### src/rtl/spi_slave_fe_p_pkg.sv
// Shared types and defaults for the parametrised SPI slave front end.
package spi_slave_fe_p_pkg;

    typedef enum logic {
        ST_IDLE   = 1'b0,
        ST_ACTIVE = 1'b1
    } state_e;

    localparam int unsigned DEF_DATA_W      = 8;
    localparam int unsigned DEF_SYNC_STAGES = 2;

    // Bit-counter width able to index every bit of a word.
    function automatic int unsigned cnt_width(input int unsigned w);
        return (w > 1) ? $clog2(w) : 1;
    endfunction

endpackage

### src/rtl/spi_slave_fe_p_sync.sv
// Single-bit multi-stage synchroniser with a synchronous reset value.
module spi_slave_fe_p_sync
    import spi_slave_fe_p_pkg::*;
#(
    parameter int unsigned STAGES  = DEF_SYNC_STAGES,
    parameter logic        RST_VAL = 1'b0
) (
    input  logic clk,
    input  logic rst,
    input  logic d_i,
    output logic q_o
);

    logic [STAGES-1:0] sync_q;

    always_ff @(posedge clk) begin
        if (rst) begin
            sync_q <= {STAGES{RST_VAL}};
        end else begin
            sync_q <= {sync_q[STAGES-2:0], d_i};
        end
    end

    assign q_o = sync_q[STAGES-1];

endmodule

### src/rtl/spi_slave_fe_p.sv
// SPI slave front end: pin synchronisation, CPOL/CPHA edge decode, burst RX/TX with handshakes.
// Define SPI_FE_ECHO_EN to transmit the last received word when the TX holding register is empty.
module spi_slave_fe_p
    import spi_slave_fe_p_pkg::*;
#(
    parameter int unsigned DATA_W      = DEF_DATA_W,
    parameter int unsigned SYNC_STAGES = DEF_SYNC_STAGES,
    parameter int unsigned CPOL        = 0,
    parameter int unsigned CPHA        = 0,
    parameter int unsigned MSB_FIRST   = 1
) (
    input  logic              clk,
    input  logic              rst,
    input  logic              sclk,
    input  logic              ss,
    input  logic              mosi,
    output logic              miso,
    output logic              miso_oe,
    output logic [DATA_W-1:0] rx_data,
    output logic              rx_valid,
    input  logic              rx_ready,
    output logic              rx_overrun,
    input  logic [DATA_W-1:0] tx_data,
    input  logic              tx_valid,
    output logic              tx_ready,
    output logic              tx_underrun,
    output logic              ss_pos_edge,
    output logic              ss_neg_edge,
    output logic              busy
);

    localparam int unsigned CNT_W = cnt_width(DATA_W);

    logic sclk_s, ss_s, mosi_s;

    spi_slave_fe_p_sync #(.STAGES(SYNC_STAGES), .RST_VAL(1'(CPOL))) u_sync_sclk (
        .clk(clk), .rst(rst), .d_i(sclk), .q_o(sclk_s)
    );
    spi_slave_fe_p_sync #(.STAGES(SYNC_STAGES), .RST_VAL(1'b1)) u_sync_ss (
        .clk(clk), .rst(rst), .d_i(ss), .q_o(ss_s)
    );
    spi_slave_fe_p_sync #(.STAGES(SYNC_STAGES), .RST_VAL(1'b0)) u_sync_mosi (
        .clk(clk), .rst(rst), .d_i(mosi), .q_o(mosi_s)
    );

    // Edge decode against one history flop; pulses are registered with mosi kept aligned.
    logic sclk_h_q, ss_h_q;
    logic sample_q, shift_q, mosi_q, ss_pos_q, ss_neg_q;
    logic sclk_rise_c, sclk_fall_c, lead_c, trail_c;

    assign sclk_rise_c = sclk_s & ~sclk_h_q;
    assign sclk_fall_c = ~sclk_s & sclk_h_q;
    assign lead_c      = (CPOL == 0) ? sclk_rise_c : sclk_fall_c;
    assign trail_c     = (CPOL == 0) ? sclk_fall_c : sclk_rise_c;

    always_ff @(posedge clk) begin
        if (rst) begin
            sclk_h_q <= 1'(CPOL);
            ss_h_q   <= 1'b1;
            sample_q <= 1'b0;
            shift_q  <= 1'b0;
            mosi_q   <= 1'b0;
            ss_pos_q <= 1'b0;
            ss_neg_q <= 1'b0;
        end else begin
            sclk_h_q <= sclk_s;
            ss_h_q   <= ss_s;
            sample_q <= (CPHA == 0) ? lead_c : trail_c;
            shift_q  <= (CPHA == 0) ? trail_c : lead_c;
            mosi_q   <= mosi_s;
            ss_pos_q <= ss_s & ~ss_h_q;
            ss_neg_q <= ~ss_s & ss_h_q;
        end
    end

    state_e            state_q, state_d;
    logic [CNT_W-1:0]  bit_cnt_q, bit_cnt_d;
    logic [DATA_W-1:0] rx_shift_q, rx_shift_d;
    logic [DATA_W-1:0] tx_shift_q, tx_shift_d;
    logic [DATA_W-1:0] hold_q, hold_d;
    logic [DATA_W-1:0] rx_data_q, rx_data_d;
    logic              tx_ready_q, tx_ready_d;
    logic              rx_valid_q, rx_valid_d;
    logic              rx_overrun_q, rx_overrun_d;
    logic              tx_underrun_q, tx_underrun_d;
    logic              word_done_q, word_done_d;
    logic              skip_q, skip_d;

    logic [DATA_W-1:0] rx_next_c, tx_next_c, empty_c;
    logic              load_c, rx_done_c;

    assign rx_next_c = (MSB_FIRST != 0) ? {rx_shift_q[DATA_W-2:0], mosi_q}
                                        : {mosi_q, rx_shift_q[DATA_W-1:1]};
    assign tx_next_c = (MSB_FIRST != 0) ? {tx_shift_q[DATA_W-2:0], 1'b0}
                                        : {1'b0, tx_shift_q[DATA_W-1:1]};
`ifdef SPI_FE_ECHO_EN
    assign empty_c = rx_data_q;
`else
    assign empty_c = '0;
`endif

    always_ff @(posedge clk) begin
        if (rst) begin
            state_q       <= ST_IDLE;
            bit_cnt_q     <= '0;
            rx_shift_q    <= '0;
            tx_shift_q    <= '0;
            hold_q        <= '0;
            rx_data_q     <= '0;
            tx_ready_q    <= 1'b1;
            rx_valid_q    <= 1'b0;
            rx_overrun_q  <= 1'b0;
            tx_underrun_q <= 1'b0;
            word_done_q   <= 1'b0;
            skip_q        <= 1'b0;
        end else begin
            state_q       <= state_d;
            bit_cnt_q     <= bit_cnt_d;
            rx_shift_q    <= rx_shift_d;
            tx_shift_q    <= tx_shift_d;
            hold_q        <= hold_d;
            rx_data_q     <= rx_data_d;
            tx_ready_q    <= tx_ready_d;
            rx_valid_q    <= rx_valid_d;
            rx_overrun_q  <= rx_overrun_d;
            tx_underrun_q <= tx_underrun_d;
            word_done_q   <= word_done_d;
            skip_q        <= skip_d;
        end
    end

    always_comb begin
        state_d       = state_q;
        bit_cnt_d     = bit_cnt_q;
        rx_shift_d    = rx_shift_q;
        tx_shift_d    = tx_shift_q;
        hold_d        = hold_q;
        rx_data_d     = rx_data_q;
        tx_ready_d    = tx_ready_q;
        rx_valid_d    = rx_valid_q;
        rx_overrun_d  = 1'b0;
        tx_underrun_d = 1'b0;
        word_done_d   = word_done_q;
        skip_d        = skip_q;
        load_c        = 1'b0;
        rx_done_c     = 1'b0;

        if (rx_valid_q && rx_ready) begin
            rx_valid_d = 1'b0;
        end

        unique case (state_q)
            ST_IDLE: begin
                if (ss_neg_q) begin
                    state_d     = ST_ACTIVE;
                    bit_cnt_d   = '0;
                    rx_shift_d  = '0;
                    word_done_d = 1'b0;
                    // With CPHA=1 the first leading edge presents bit 0, already loaded here.
                    skip_d      = (CPHA != 0);
                    load_c      = 1'b1;
                end
            end
            ST_ACTIVE: begin
                if (ss_pos_q) begin
                    state_d     = ST_IDLE;
                    bit_cnt_d   = '0;
                    rx_shift_d  = '0;
                    tx_shift_d  = '0;
                    word_done_d = 1'b0;
                    skip_d      = 1'b0;
                end else begin
                    if (sample_q) begin
                        rx_shift_d = rx_next_c;
                        if (bit_cnt_q == CNT_W'(DATA_W - 1)) begin
                            bit_cnt_d   = '0;
                            rx_done_c   = 1'b1;
                            word_done_d = 1'b1;
                        end else begin
                            bit_cnt_d = bit_cnt_q + CNT_W'(1);
                        end
                    end
                    if (shift_q) begin
                        if (word_done_q) begin
                            load_c      = 1'b1;
                            word_done_d = 1'b0;
                        end else if (skip_q) begin
                            skip_d = 1'b0;
                        end else begin
                            tx_shift_d = tx_next_c;
                        end
                    end
                end
            end
            default: state_d = ST_IDLE;
        endcase

        if (rx_done_c) begin
            rx_data_d    = rx_next_c;
            rx_valid_d   = 1'b1;
            rx_overrun_d = rx_valid_q & ~rx_ready;
        end

        // Word start drains the holding register; an empty one substitutes the fill value.
        if (load_c) begin
            tx_shift_d    = tx_ready_q ? empty_c : hold_q;
            tx_underrun_d = tx_ready_q;
            tx_ready_d    = 1'b1;
        end

        if (tx_valid && tx_ready_q) begin
            hold_d     = tx_data;
            tx_ready_d = 1'b0;
        end
    end

    assign miso        = (MSB_FIRST != 0) ? tx_shift_q[DATA_W-1] : tx_shift_q[0];
    assign busy        = (state_q == ST_ACTIVE);
    assign miso_oe     = busy;
    assign rx_data     = rx_data_q;
    assign rx_valid    = rx_valid_q;
    assign rx_overrun  = rx_overrun_q;
    assign tx_ready    = tx_ready_q;
    assign tx_underrun = tx_underrun_q;
    assign ss_pos_edge = ss_pos_q;
    assign ss_neg_edge = ss_neg_q;

endmodule
### config.mk
export PLATFORM = sky130hd
export DESIGN_NAME = spi_slave_fe_p
export DESIGN_NICKNAME = d
export VERILOG_FILES = /design/src/rtl/spi_slave_fe_p_pkg.sv /design/src/rtl/spi_slave_fe_p_sync.sv /design/src/rtl/spi_slave_fe_p.sv
export SDC_FILE = /design/constraint.sdc
export NUM_CORES = 1
export LEC_CHECK = 0
export ABC_AREA = 1
export BUFFER_PORTS_ARGS = -buffer_cell sky130_fd_sc_hd__buf_2
export CORE_MARGIN = 2
export CORE_UTILIZATION = 25
export DETAILED_ROUTE_END_ITERATION = 8
export PLACE_DENSITY = 0.47
export SYNTH_ARGS = -nofsm -noshare
export SYNTH_HDL_FRONTEND = slang
export SYNTH_SLANG_ARGS = --single-unit
### constraint.sdc
create_clock -name clk -period 1.3 [get_ports clk]
set_input_delay 0.13 -clock clk [delete_from_list [all_inputs] [get_ports clk]]
set_output_delay 0.13 -clock clk [all_outputs]
set_load 0.03 [all_outputs]
[Word-level counts from Yosys, hierarchy flattened]
Index checks and enable logic that the tools add are counted.
Storage, ports and cells
  register bits: 54
  input port bits: 15
  output and inout port bits: 17
Cells by class
  $add $sub $neg: 1
  equality and inequality tests: 7
  multiplexer cells: 42
  bitwise logic cells: 13
  reductions and logical operators: 11
Operators with widths (number)
  $mux W8: 7
  $mux W1: 22
  $mux W7: 3
  $pmux W7 S2: 1
  $mux W3: 4
  $ne A3 B3 Y1 const B: 3
  $not A1 Y1: 8
  $pmux W1 S2: 4
  $ne A3 B2 Y1 const B: 2
  $pmux W3 S2: 1
  $reduce_bool A2 Y1: 3
  $and A1 B1 Y1: 5
  $reduce_and A4 Y1: 1
  $reduce_or A2 Y1: 2
  $add A3 B1 Y3 const B: 1
  $eq A3 B3 Y1 const B: 1
  $reduce_and A3 Y1: 1
  $reduce_bool A3 Y1: 1
  $logic_and A1 B1 Y1: 2
  $ne A2 B2 Y1 const B: 1
  $reduce_and A2 Y1: 1

[Logic depth before layout (Yosys ltp)]
Gate-level depths: netlist (run 1).
  word-level depth: 7
  gate-level depth with buffers: 11

[Cells and area by module]
From an unflattened synthesis (run 1), not the netlist that was laid out.
Unflattened totals
  cells, all modules: 285
  area, all modules: 2104.5 µm²
Modules (own cells, without submodules)
  spi_slave_fe_p: times used 1, cells each 266, area an instance 1935.6 µm², seq. area each 940.9 µm²
  spi_slave_fe_p_sync at u_sync_mosi ...: times used 2, cells each 6, area an instance 55.1 µm², seq. area each 40.0 µm²
  spi_slave_fe_p_sync at u_sync_ss: times used 1, cells each 7, area an instance 58.8 µm², seq. area each 40.0 µm²

[Worst setup path after synthesis (run 1)]
OpenSTA, ideal clock, no wires.
  path kind: register to register
  start: register ss_pos_q (netlist: ss_pos_edge)
  end: register tx_shift_q[6]
  setup time: 113 ps
  arrival time: 1335 ps
  setup slack: -148 ps
  stages on the path, launching flop included: 12
  path through: dfxtp_1 > buf_6 > inv_4 > nand2_4 > nand2_4 > nand2_4 > nand2_4 > nand2_4 > buf_6 > nand2_1 > nand2_1 > nor2_1
On the way
  longest elaborated chain between the ends: 4
Ends and longest elaborated chain
  start, declared: line spi_slave_fe_p.sv:48  | logic sample_q, shift_q, mosi_q, ss_pos_q, ss_neg_q;
  start signal, assigned: line spi_slave_fe_p.sv:71  | ss_pos_q <= ss_s & ~ss_h_q;
  $mux W1: line spi_slave_fe_p.sv:165  | if (ss_pos_q) begin
  $pmux W1 S2: line spi_slave_fe_p.sv:152  | unique case (state_q)
  $ne A3 B2 Y1 (no source line), or another cell as far along
  $reduce_and A4 Y1 (no source line)
  end signal, assigned: line spi_slave_fe_p.sv:120  | tx_shift_q <= tx_shift_d;
  end, declared: line spi_slave_fe_p.sv:79  | logic [DATA_W-1:0] tx_shift_q, tx_shift_d;
Several ways; a longest one is shown, not always the timed one. The select of a mux whose other input is x is not followed.
A chain may end at the register's enable or synchronous reset.

[Final worst setup path (run 1)]
  start: register bit_cnt_q[1]
  end: register rx_overrun_q (netlist: rx_overrun)
On the way
  longest elaborated chain between the ends: 7
Ends and longest elaborated chain
  start, declared: line spi_slave_fe_p.sv:77  | logic [CNT_W-1:0] bit_cnt_q, bit_cnt_d;
  start signal, assigned: line spi_slave_fe_p.sv:118  | bit_cnt_q <= bit_cnt_d;
  $eq A3 B3 Y1: line spi_slave_fe_p.sv:175  | if (bit_cnt_q == CNT_W'(DATA_W - 1)) begin
  $mux W1: line spi_slave_fe_p.sv:175
  $mux W1: line spi_slave_fe_p.sv:173  | if (sample_q) begin
  $mux W1: line spi_slave_fe_p.sv:165
  $mux W1: line spi_slave_fe_p.sv:152
  $not A1 Y1 (no source line)
  $reduce_or A2 Y1 (no source line)
  end signal, assigned: line spi_slave_fe_p.sv:125  | rx_overrun_q <= rx_overrun_d;
  end, declared: line spi_slave_fe_p.sv:84  | logic rx_overrun_q, rx_overrun_d;
Every way passes these cells.

==> results of run 1 <==
timing repair:
item	CTS	global route
pin swaps	1	4
gates cloned	0	0
setup endpoints to repair	11	25
resized for setup	6	13
endpoints found under the hold margin	2	0
buffers inserted	0	1
hold buffers	2	0
power breakdown:
part | switching [mW] | leakage, nW | internal (mW) | total [mW]
Combinational | 0.141 | 0.746 | 0.0828 | 0.224
Sequential | 0.0175 | 0.434 | 1.66 | 1.68
Clock | 0.557 | 0.0669 | 0.698 | 1.26
Total | 0.716 | 1.25 | 2.44 | 3.16
worst paths after layout:
check / end / slack [ns] / cells after the start
setup / recovery: rx_overrun$_SDFF_PP0_ / 0.07 / 7
hold / removal: u_sync_mosi.sync_q[0]$_SDFF_PP0_ / 0.02 / 3
setup reg to reg: rx_overrun$_SDFF_PP0_ / 0.07 / 7
hold reg to reg: mosi_q$_SDFF_PP0_ / 0.40 / 2
sequential cells by signal, summed over array words and instances (netlist names), 2 cells and up:
name	count
hold_q	8
rx_data	8
tx_shift_q	8
rx_shift_q	7
bit_cnt_q	3
u_sync_mosi.sync_q	2
u_sync_sclk.sync_q	2
u_sync_ss.sync_q	2
critical path: cells and delay by family (launching register included):
kind	cells	cell delay (ns)
and+or+nand+nor	4	0.38
DFF	1	0.37
adders and majority gates	2	0.27
buffers and inverters	1	0.14
layout make-up:
type,count,area [sq um]
fillers,926,5510
flip-flops and latches,53,1070
multi-input cells,184,908
repair buffers,48,292
well taps,105,131
inverters,33,129
clock buffers,6,93.8
clock inverters,2,38.8
cells in the final DEF (no fill, tap or decap):
cell,n
nand3_1,9
nand2_2,2
nand2_4,7
o21ai_1,1
dfxtp_1,48
dlygate4sd3_1,2
inv_6,1
inv_4,2
clkbuf_16,1
nand2_8,1
a21oi_2,1
a21oi_1,26
o31ai_1,1
nor2_4,1
inv_1,29
buf_2,31
dfxtp_2,3
buf_4,14
o21ai_0,10
o21ai_2,1
buf_6,1
nor3_1,4
a211oi_1,1
ha_4,2
or2_1,1
nor2_1,44
dfxtp_4,2
bufinv_16,1
inv_2,2
nand2_1,69
clkbuf_8,5
nor3_2,1
or2_2,2
layer usage:
| metal | GRT usage | share of wire |
|---|---|---|
| met5 | 0 | 0 |
| met2 | 0.180 | 0.47 |
| met3 | 0.0253 | 0.035 |
| met1 | 0.133 | 0.48 |
| met4 | 0.0321 | 0.0097 |
through the flow:
| stage | total power [mW] | std cells |
|---|---|---|
| floorplan | 1.86 | 282 |
| global placement | 1.93 | 420 |
| detailed placement | 1.94 | 420 |
| CTS | 3.21 | 430 |
| global route | 3.31 | 431 |
| finish | 3.16 | 431 |
cell families (layout without fill, tap and decap cells):
group | Yosys count | after routing | share of synthesized area
flops | 53 | 53 | 0.505
simple gates | 141 | 141 | 0.288
buf+inv | 45 | 89 | 0.0935
fa+ha+maj | 2 | 2 | 0.0119
compound gates | 41 | 41 | 0.102
==> flow_metrics.env, run 1 <==
export IMPL_yosysUniqueCellTypes=23
export IMPL_clk_latency_ns=0.31
export IMPL_nets=342
export IMPL_period_needed_ns=1.23
export IMPL_fp_row_count=33
export IMPL_vias=1785
export IMPL_wl_per_cell_um=10.1
export IMPL_hold_path_class="input pin to flip-flop"
export IMPL_design_area_sq_um=2670
export IMPL_synth_top_cell_by_area="dfxtp_1"
export IMPL_worstPathMaxFanout=7
export IMPL_worst_ir_drop_vdd_mv=0.475
export IMPL_yosysTopAreaCellShare=0.505
export IMPL_drv_cap=0
export IMPL_cp_slowest_cell="dfxtp_2"
export IMPL_relSlewSlack=0.696
export IMPL_first_global_vias=1745
export IMPL_yosysSeqAreaShare=0.505
export IMPL_drc=0
export IMPL_async_flop_share=0
export IMPL_worst_endpoint_required_ns=1.53
export IMPL_dp_hpwl_mm=3.11
export IMPL_clockRootBuffer="clkbuf_8"
export IMPL_grt_pass1_wl_mm=7.71
export IMPL_drtPass1Iterations=4
export IMPL_rsz0062_at_grt="true"
export IMPL_clock_sinks=53
export IMPL_placed_cell_area_sq_um=2430
export IMPL_dieHeight_um=95.7
export IMPL_finClkSkew_ns=0.00862
export IMPL_initial_core_util=0.257
export IMPL_p_leak_nw=1.25
export IMPL_tritoncts="done"
export IMPL_ys_top_cells_by_area="dfxtp_1 51%, nand2_1 13%, nor2_1 7.9%, a21oi_1 6.4%, inv_1 5.4%"
export IMPL_clk_pin_slew_worst_paths_ns=0.10
export IMPL_htree_levels=2
export IMPL_netlist_area_sq_um=2100
export IMPL_ys_top_cells_by_count="72 x nand2_1, 53 x dfxtp_1, 44 x nor2_1"
export IMPL_grt_max_degree=31
export IMPL_worstHoldStart="mosi"
export IMPL_syn_avg_cell_area_sq_um=7.45
export IMPL_coreArea_sq_um=8180
export IMPL_max_freq_ghz=0.812
export IMPL_pwr_density_cell_nw_per_um2=1190
export IMPL_synth_edf_count=0
export IMPL_die_area_sq_um=9150
export IMPL_ys_seq_elements=53
export IMPL_vias_per_cell=4.14
export IMPL_cts_path_max_buffers=2
export IMPL_fin_util=0.326
export IMPL_r2r_start="bit_cnt_q[1]$_SDFFE_PP0P_"
export IMPL_globalRouteOverflowTotal=0
export IMPL_dp_slack_ns=-0.0610
export IMPL_port_buffers=31
export IMPL_post_route_period_util=0.947
export IMPL_yosysMostFrequentCell="nand2_1"
export IMPL_dominantRegCellSynth="dfxtp_1"
export IMPL_final_hold_violation_count=0
export IMPL_status="complete, no violations"
export IMPL_wl_mm=4.34
export IMPL_cp_end_kind="flip-flop"
export IMPL_drive_gt1_frac=0.248
export IMPL_fin_setup_tns_ns=0
export IMPL_cts_buffers=5
export IMPL_ios=32
export IMPL_worst_slew_pin_slew_ns=0.455
export IMPL_antenna_found_initial=0
export IMPL_setup_viol=0
export IMPL_hold_worst_slack_ns=0.0244
export IMPL_route_antenna_remaining_nets=0
export IMPL_synth_net_count=299
export IMPL_gp_routability_congestion=0.699
export IMPL_arrival_ns=1.47
export IMPL_synthToLayoutAreaGrowth_pct=26.9
export IMPL_maxSlewViolCount=0
export IMPL_synth_cells=282
export IMPL_grt_util_all_layers=0.106
export IMPL_first_iter_violations=60
export IMPL_diodes=0
export IMPL_ys_warn_count=0
export IMPL_crit_type="flip-flop to flip-flop"
export IMPL_startpoint="bit_cnt_q[1]$_SDFFE_PP0P_"
export IMPL_path_cells="ha_4 > ha_4 > nand2_4 > nor2_4 > buf_6 > nand2_4 > nor3_2"
export IMPL_die_x_um=95.7
export IMPL_setup_slack_ns=0.0684
export IMPL_critPathMaxStageDelay_ns=0.37
export IMPL_start_kind="flip-flop"
(Power assumes the default switching activity.)
==> inputs of run 2 (changes only) <==
--- a/config.mk
+++ b/config.mk
@@ -10,7 +10,6 @@
 export CORE_MARGIN = 2
 export CORE_UTILIZATION = 25
 export DETAILED_ROUTE_END_ITERATION = 8
-export PLACE_DENSITY = 0.47
 export SYNTH_ARGS = -nofsm -noshare
 export SYNTH_HDL_FRONTEND = slang
 export SYNTH_SLANG_ARGS = --single-unit
==> flow_metrics.env, run 2 (same netlist as run 1, synthesis figures left out) <==
export IMPL_setup_slack_ns=0.0501
export IMPL_die_area_sq_um=9150
export IMPL_worstPathMaxFanout=6
export IMPL_wl_per_cell_um=9.75
export IMPL_drtPass1Iterations=4
export IMPL_design_area_sq_um=2630
export IMPL_port_buffers=31
export IMPL_cp_end_kind="flip-flop"
export IMPL_clock_sinks=53
export IMPL_drc=0
export IMPL_cts_path_max_buffers=2
export IMPL_crit_type="flip-flop to flip-flop"
export IMPL_synthToLayoutAreaGrowth_pct=25.0
export IMPL_placed_cells=418
export IMPL_die_x_um=95.7
export IMPL_wl_mm=4.17
export IMPL_dieHeight_um=95.7
export IMPL_placed_cell_area_sq_um=2420
export IMPL_antenna_found_initial=0
export IMPL_initial_core_util=0.257
export IMPL_rsz0062_at_grt="true"
export IMPL_whs_endpoint="u_sync_ss.sync_q[0]$_SDFF_PP1_"
export IMPL_vias_per_cell=4.10
export IMPL_rr_worst_depth=7
export IMPL_grt_max_degree=24
export IMPL_finClkSkew_ns=0.0101
export IMPL_gp_routability_congestion=0.758
export IMPL_route_antenna_remaining_nets=0
export IMPL_first_global_vias=1666
export IMPL_grt_util_all_layers=0.0985
export IMPL_ios=32
export IMPL_multiInputGateArea_sq_um=913
export IMPL_nFillCells=886
export IMPL_r2r_end="rx_data[1]$_SDFFE_PP0P_"
export IMPL_first_iter_violations=94
export IMPL_period_needed_ns=1.25
export IMPL_pwr_density_cell_nw_per_um2=1150
export IMPL_globalRouteOverflowTotal=0
export IMPL_clk_pin_slew_worst_paths_ns=0.10
export IMPL_dp_hpwl_mm=2.97
export IMPL_fp_row_count=33
export IMPL_clk_latency_ns=0.31
export IMPL_p_leak_nw=1.23
export IMPL_grt_pass1_wl_mm=7.17
export IMPL_r2r_slack_ns=0.05
export IMPL_min_path_cells=2
export IMPL_worst_endpoint_required_ns=1.54
export IMPL_vias=1755
export IMPL_worst_ir_drop_vdd_mv=0.509
export IMPL_cts_buffers=5
export IMPL_layout_commonest_cell="nand2_1"
export IMPL_setup_viol=0
export IMPL_final_hold_violation_count=0
export IMPL_coreArea_sq_um=8180
export IMPL_maxSlewViolCount=0
export IMPL_nets=339
export IMPL_worst_slew_pin_slew_ns=0.411
export IMPL_htree_levels=2
export IMPL_clockRootBuffer="clkbuf_8"
export IMPL_fin_util=0.321
export IMPL_hold_worst_slack_ns=0.0108
export IMPL_dp_slack_ns=-0.0376
export IMPL_post_route_period_util=0.961
export IMPL_diodes=0
export IMPL_r2r_start="bit_cnt_q[1]$_SDFFE_PP0P_"
export IMPL_start_kind="flip-flop"
export IMPL_arrival_ns=1.49
export IMPL_relSlewSlack=0.726
export IMPL_max_freq_ghz=0.800
export IMPL_worstHoldStart="ss"
export IMPL_instances_no_fill=428
export IMPL_status="complete, no violations"
export IMPL_tritoncts="done"
export IMPL_final_cell_mix="69 x nand2_1, 48 x dfxtp_1, 44 x nor2_1"
export IMPL_register_area_sq_um=1070
export IMPL_drive_gt1_frac=0.245
export IMPL_drv_cap=0
export IMPL_hold_path_class="input pin to flip-flop"
## run 2: what timing repair did
action                                  in CTS  in global routing
hold endpoints to repair                     1                  0
gates resized for setup                      3                 17
endpoints found under the setup margin       9                 22
hold buffers                                 1                  0
gates cloned                                 0                  0
pin swaps                                    1                  3
buffers inserted                             0                  1
## run 2: metrics by stage
step	power (mW)	setup TNS [ns]
after floorplan	1.86	0
after global placement	1.92	0
after detailed placement	1.93	-0.225
after CTS	3.04	0
after global routing	3.16	-0.0487
final	3.01	0
## run 2: critical path, stage by stage (launching register included)
cell     delay [ns]
dfxtp_2        0.36
ha_4           0.14
ha_4           0.14
nand2_4        0.06
nor2_4         0.16
buf_6          0.14
nand2_1        0.05
a21oi_1        0.15
## run 2: worst max-delay path by stage
stage                                    from                         end  cells after the start
CTS                 bit_cnt_q[0]$_SDFFE_PP0P_       rx_overrun$_SDFF_PP0_                      7
global route        bit_cnt_q[1]$_SDFFE_PP0P_     rx_data[1]$_SDFFE_PP0P_                      7
detailed placement  bit_cnt_q[0]$_SDFFE_PP0P_     rx_data[6]$_SDFFE_PP0P_                      7
finish              bit_cnt_q[1]$_SDFFE_PP0P_     rx_data[1]$_SDFFE_PP0P_                      7
floorplan              ss_pos_edge$_SDFF_PP0_  tx_shift_q[6]$_SDFFE_PP0P_                     11
global placement    bit_cnt_q[0]$_SDFFE_PP0P_     rx_data[0]$_SDFFE_PP0P_                      7
## run 2: power by group
group | internal [mW] | total, mW | switching [mW]
logic | 0.0796 | 0.218 | 0.138
registers | 1.66 | 1.68 | 0.0191
clock network | 0.578 | 1.12 | 0.537
## run 2: final cells by class
class                      count  share of cell area
clock inverter                 3              0.0172
clock buffer                   5              0.0262
tap                          105              0.0500
sequential                    53               0.408
multi-input combinational    184               0.348
timing repair buffer          45               0.101
inverter                      33              0.0491
## run 2: per-layer routing
metal	global-route usage	up-vias	wire length [um]
met4	0.0357	0	43
met5	0	-	0
met3	0.0277	4	157
met1	0.120	779	1970
met2	0.165	26	2000
li1	-	946	-
==> inputs of run 3 (changes only) <==
--- a/config.mk
+++ b/config.mk
@@ -7,9 +7,12 @@
 export LEC_CHECK = 0
 export ABC_AREA = 1
 export BUFFER_PORTS_ARGS = -buffer_cell sky130_fd_sc_hd__buf_2
+export CORE_ASPECT_RATIO = 2
 export CORE_MARGIN = 2
 export CORE_UTILIZATION = 25
+export CTS_CLUSTER_DIAMETER = 200
 export DETAILED_ROUTE_END_ITERATION = 8
+export SLEW_MARGIN = 20
 export SYNTH_ARGS = -nofsm -noshare
 export SYNTH_HDL_FRONTEND = slang
 export SYNTH_SLANG_ARGS = --single-unit
==> flow_metrics.env, run 3 (same netlist as run 1, synthesis figures left out) <==
export IMPL_status="complete, no violations"
export IMPL_cts_hold_buf=0
export IMPL_dp_slack_ns=-0.0585
export IMPL_dp_hpwl_mm=3.64
export IMPL_worstHoldStart="rx_ready"
export IMPL_worst_endpoint_required_ns=1.49
export IMPL_total_power_mw=3.37
export IMPL_r2r_slack_ns=0.04
export IMPL_crit_type="flip-flop to flip-flop"
export IMPL_cts_buffers=5
export IMPL_drtPass1Iterations=4
export IMPL_grt_pass1_wl_mm=8.02
export IMPL_setup_viol=0
export IMPL_worst_slew_pin_slew_ns=0.249
export IMPL_ios=32
export IMPL_pwr_density_cell_nw_per_um2=1270
export IMPL_r2r_end="rx_data[7]$_SDFFE_PP0P_"
export IMPL_grt_max_degree=24
export IMPL_clockRootBuffer="clkbuf_16"
export IMPL_r2r_start="bit_cnt_q[0]$_SDFFE_PP0P_"
export IMPL_min_path_cells=2
export IMPL_hold_path_class="input pin to flip-flop"
export IMPL_maxSlewViolCount=0
export IMPL_final_cell_mix="69 x nand2_1, 48 x dfxtp_1, 44 x nor2_1"
export IMPL_fp_row_count=47
export IMPL_setup_slack_ns=0.0416
export IMPL_rr_worst_depth=7
export IMPL_initial_core_util=0.255
export IMPL_tritoncts="done"
export IMPL_globalRouteOverflowTotal=0
export IMPL_htree_levels=2
export IMPL_final_hold_violation_count=0
export IMPL_worst_ir_drop_vdd_mv=0.934
export IMPL_vias_per_cell=4.25
export IMPL_first_global_vias=1778
export IMPL_fin_util=0.321
export IMPL_cts_path_max_buffers=2
export IMPL_antenna_found_initial=0
export IMPL_period_needed_ns=1.26
export IMPL_relSlewSlack=0.833
export IMPL_drv_cap=0
export IMPL_nets=337
export IMPL_max_freq_ghz=0.795
export IMPL_hold_worst_slack_ns=0.00952
export IMPL_wl_mm=4.87
export IMPL_diodes=0
export IMPL_first_iter_violations=59
export IMPL_die_area_sq_um=9200
export IMPL_nFillCells=929
export IMPL_layout_commonest_cell="nand2_1"
export IMPL_port_buffers=31
export IMPL_clock_sinks=53
export IMPL_route_antenna_remaining_nets=0
export IMPL_post_route_period_util=0.968
export IMPL_rsz0062_at_grt="true"
export IMPL_arrival_ns=1.45
export IMPL_drive_gt1_frac=0.243
export IMPL_p_leak_nw=1.23
export IMPL_postCtsSetupRepairBufs=0
export IMPL_grt_util_all_layers=0.118
export IMPL_wl_per_cell_um=11.6
export IMPL_drc=0
export IMPL_gp_routability_congestion=0.874
export IMPL_whs_endpoint="rx_overrun$_SDFF_PP0_"
export IMPL_cp_end_kind="flip-flop"
export IMPL_synthToLayoutAreaGrowth_pct=26.0
export IMPL_finClkSkew_ns=0.00394
export IMPL_coreArea_sq_um=8230
export IMPL_vias=1782
export IMPL_clk_pin_slew_worst_paths_ns=0.07
export IMPL_start_kind="flip-flop"
export IMPL_die_x_um=68.8
export IMPL_fin_setup_tns_ns=0
export IMPL_dieHeight_um=134
export IMPL_clk_latency_ns=0.29
export IMPL_worstPathMaxFanout=8
-- run 3: changes by cell type in the layout (fill, tap and decap cells not counted), moves of 2 or more --
cell	change
nand2_2	+2
a21oi_2	+2
clkbuf_16	+6
nand2_4	-2
a21oi_1	-2
clkbuf_8	-4
-- run 3: what timing repair did --
action                     in CTS  in global routing
setup endpoints to repair       8                 23
pin swaps                       1                  5
gates resized for setup         4                 15
-- run 3: through the flow --
step                instances  instance area [sq um]
CTS                       419                   2590
detailed placement        411                   2410
floorplan                 282                   2110
finish                    419                   2650
global route              419                   2650
global placement          411                   2410
-- run 3: critical path, cell delays in order (launching register included) --
cell,delay (ns)
dfxtp_2,0.35
ha_4,0.14
ha_4,0.14
nand2_4,0.06
nor2_4,0.18
inv_2,0.11
nor2_1,0.12
nor2_1,0.05
-- run 3: layer usage --
| metal | wire length, um | global-route usage | part of all wire | up-vias |
|---|---|---|---|---|
| met5 | 0 | 0 | 0 | - |
| met4 | 145 | 0.0632 | 0.030 | 0 |
| met3 | 136 | 0.0236 | 0.028 | 7 |
| met2 | 2910 | 0.225 | 0.60 | 23 |
| met1 | 1680 | 0.107 | 0.34 | 812 |
| li1 | - | - | - | 940 |
-- run 3: report_power, final --
part	leakage, nW	internal [mW]	total [mW]	switching, mW
Clock	0.0823	0.885	1.47	0.581
Sequential	0.434	1.66	1.68	0.0210
Combinational	0.715	0.0805	0.218	0.138
Total	1.23	2.63	3.37	0.740
-- run 3: area by class of cell --
cell class	count	area [sq um]	share of cell area
clock buffers	8	168	0.0634
inverters	33	129	0.0487
multi-input cells	184	906	0.342
flip-flops and latches	53	1070	0.405
well taps	98	123	0.0463
repair buffers	43	249	0.0941
-- run 3: worst max-delay path by stage --
stage / from / to / slack, ns / depth (start not counted)
after floorplan: ss_pos_edge$_SDFF_PP0_ / tx_shift_q[6]$_SDFFE_PP0P_ / 0.0003 / 11
after global placement: bit_cnt_q[0]$_SDFFE_PP0P_ / rx_data[7]$_SDFFE_PP0P_ / -0.03 / 7
after detailed placement: bit_cnt_q[0]$_SDFFE_PP0P_ / rx_data[7]$_SDFFE_PP0P_ / -0.06 / 7
after CTS: bit_cnt_q[1]$_SDFFE_PP0P_ / rx_data[6]$_SDFFE_PP0P_ / 0.002 / 7
after global routing: bit_cnt_q[0]$_SDFFE_PP0P_ / rx_data[7]$_SDFFE_PP0P_ / -0.02 / 7
final: bit_cnt_q[0]$_SDFFE_PP0P_ / rx_data[7]$_SDFFE_PP0P_ / 0.04 / 7
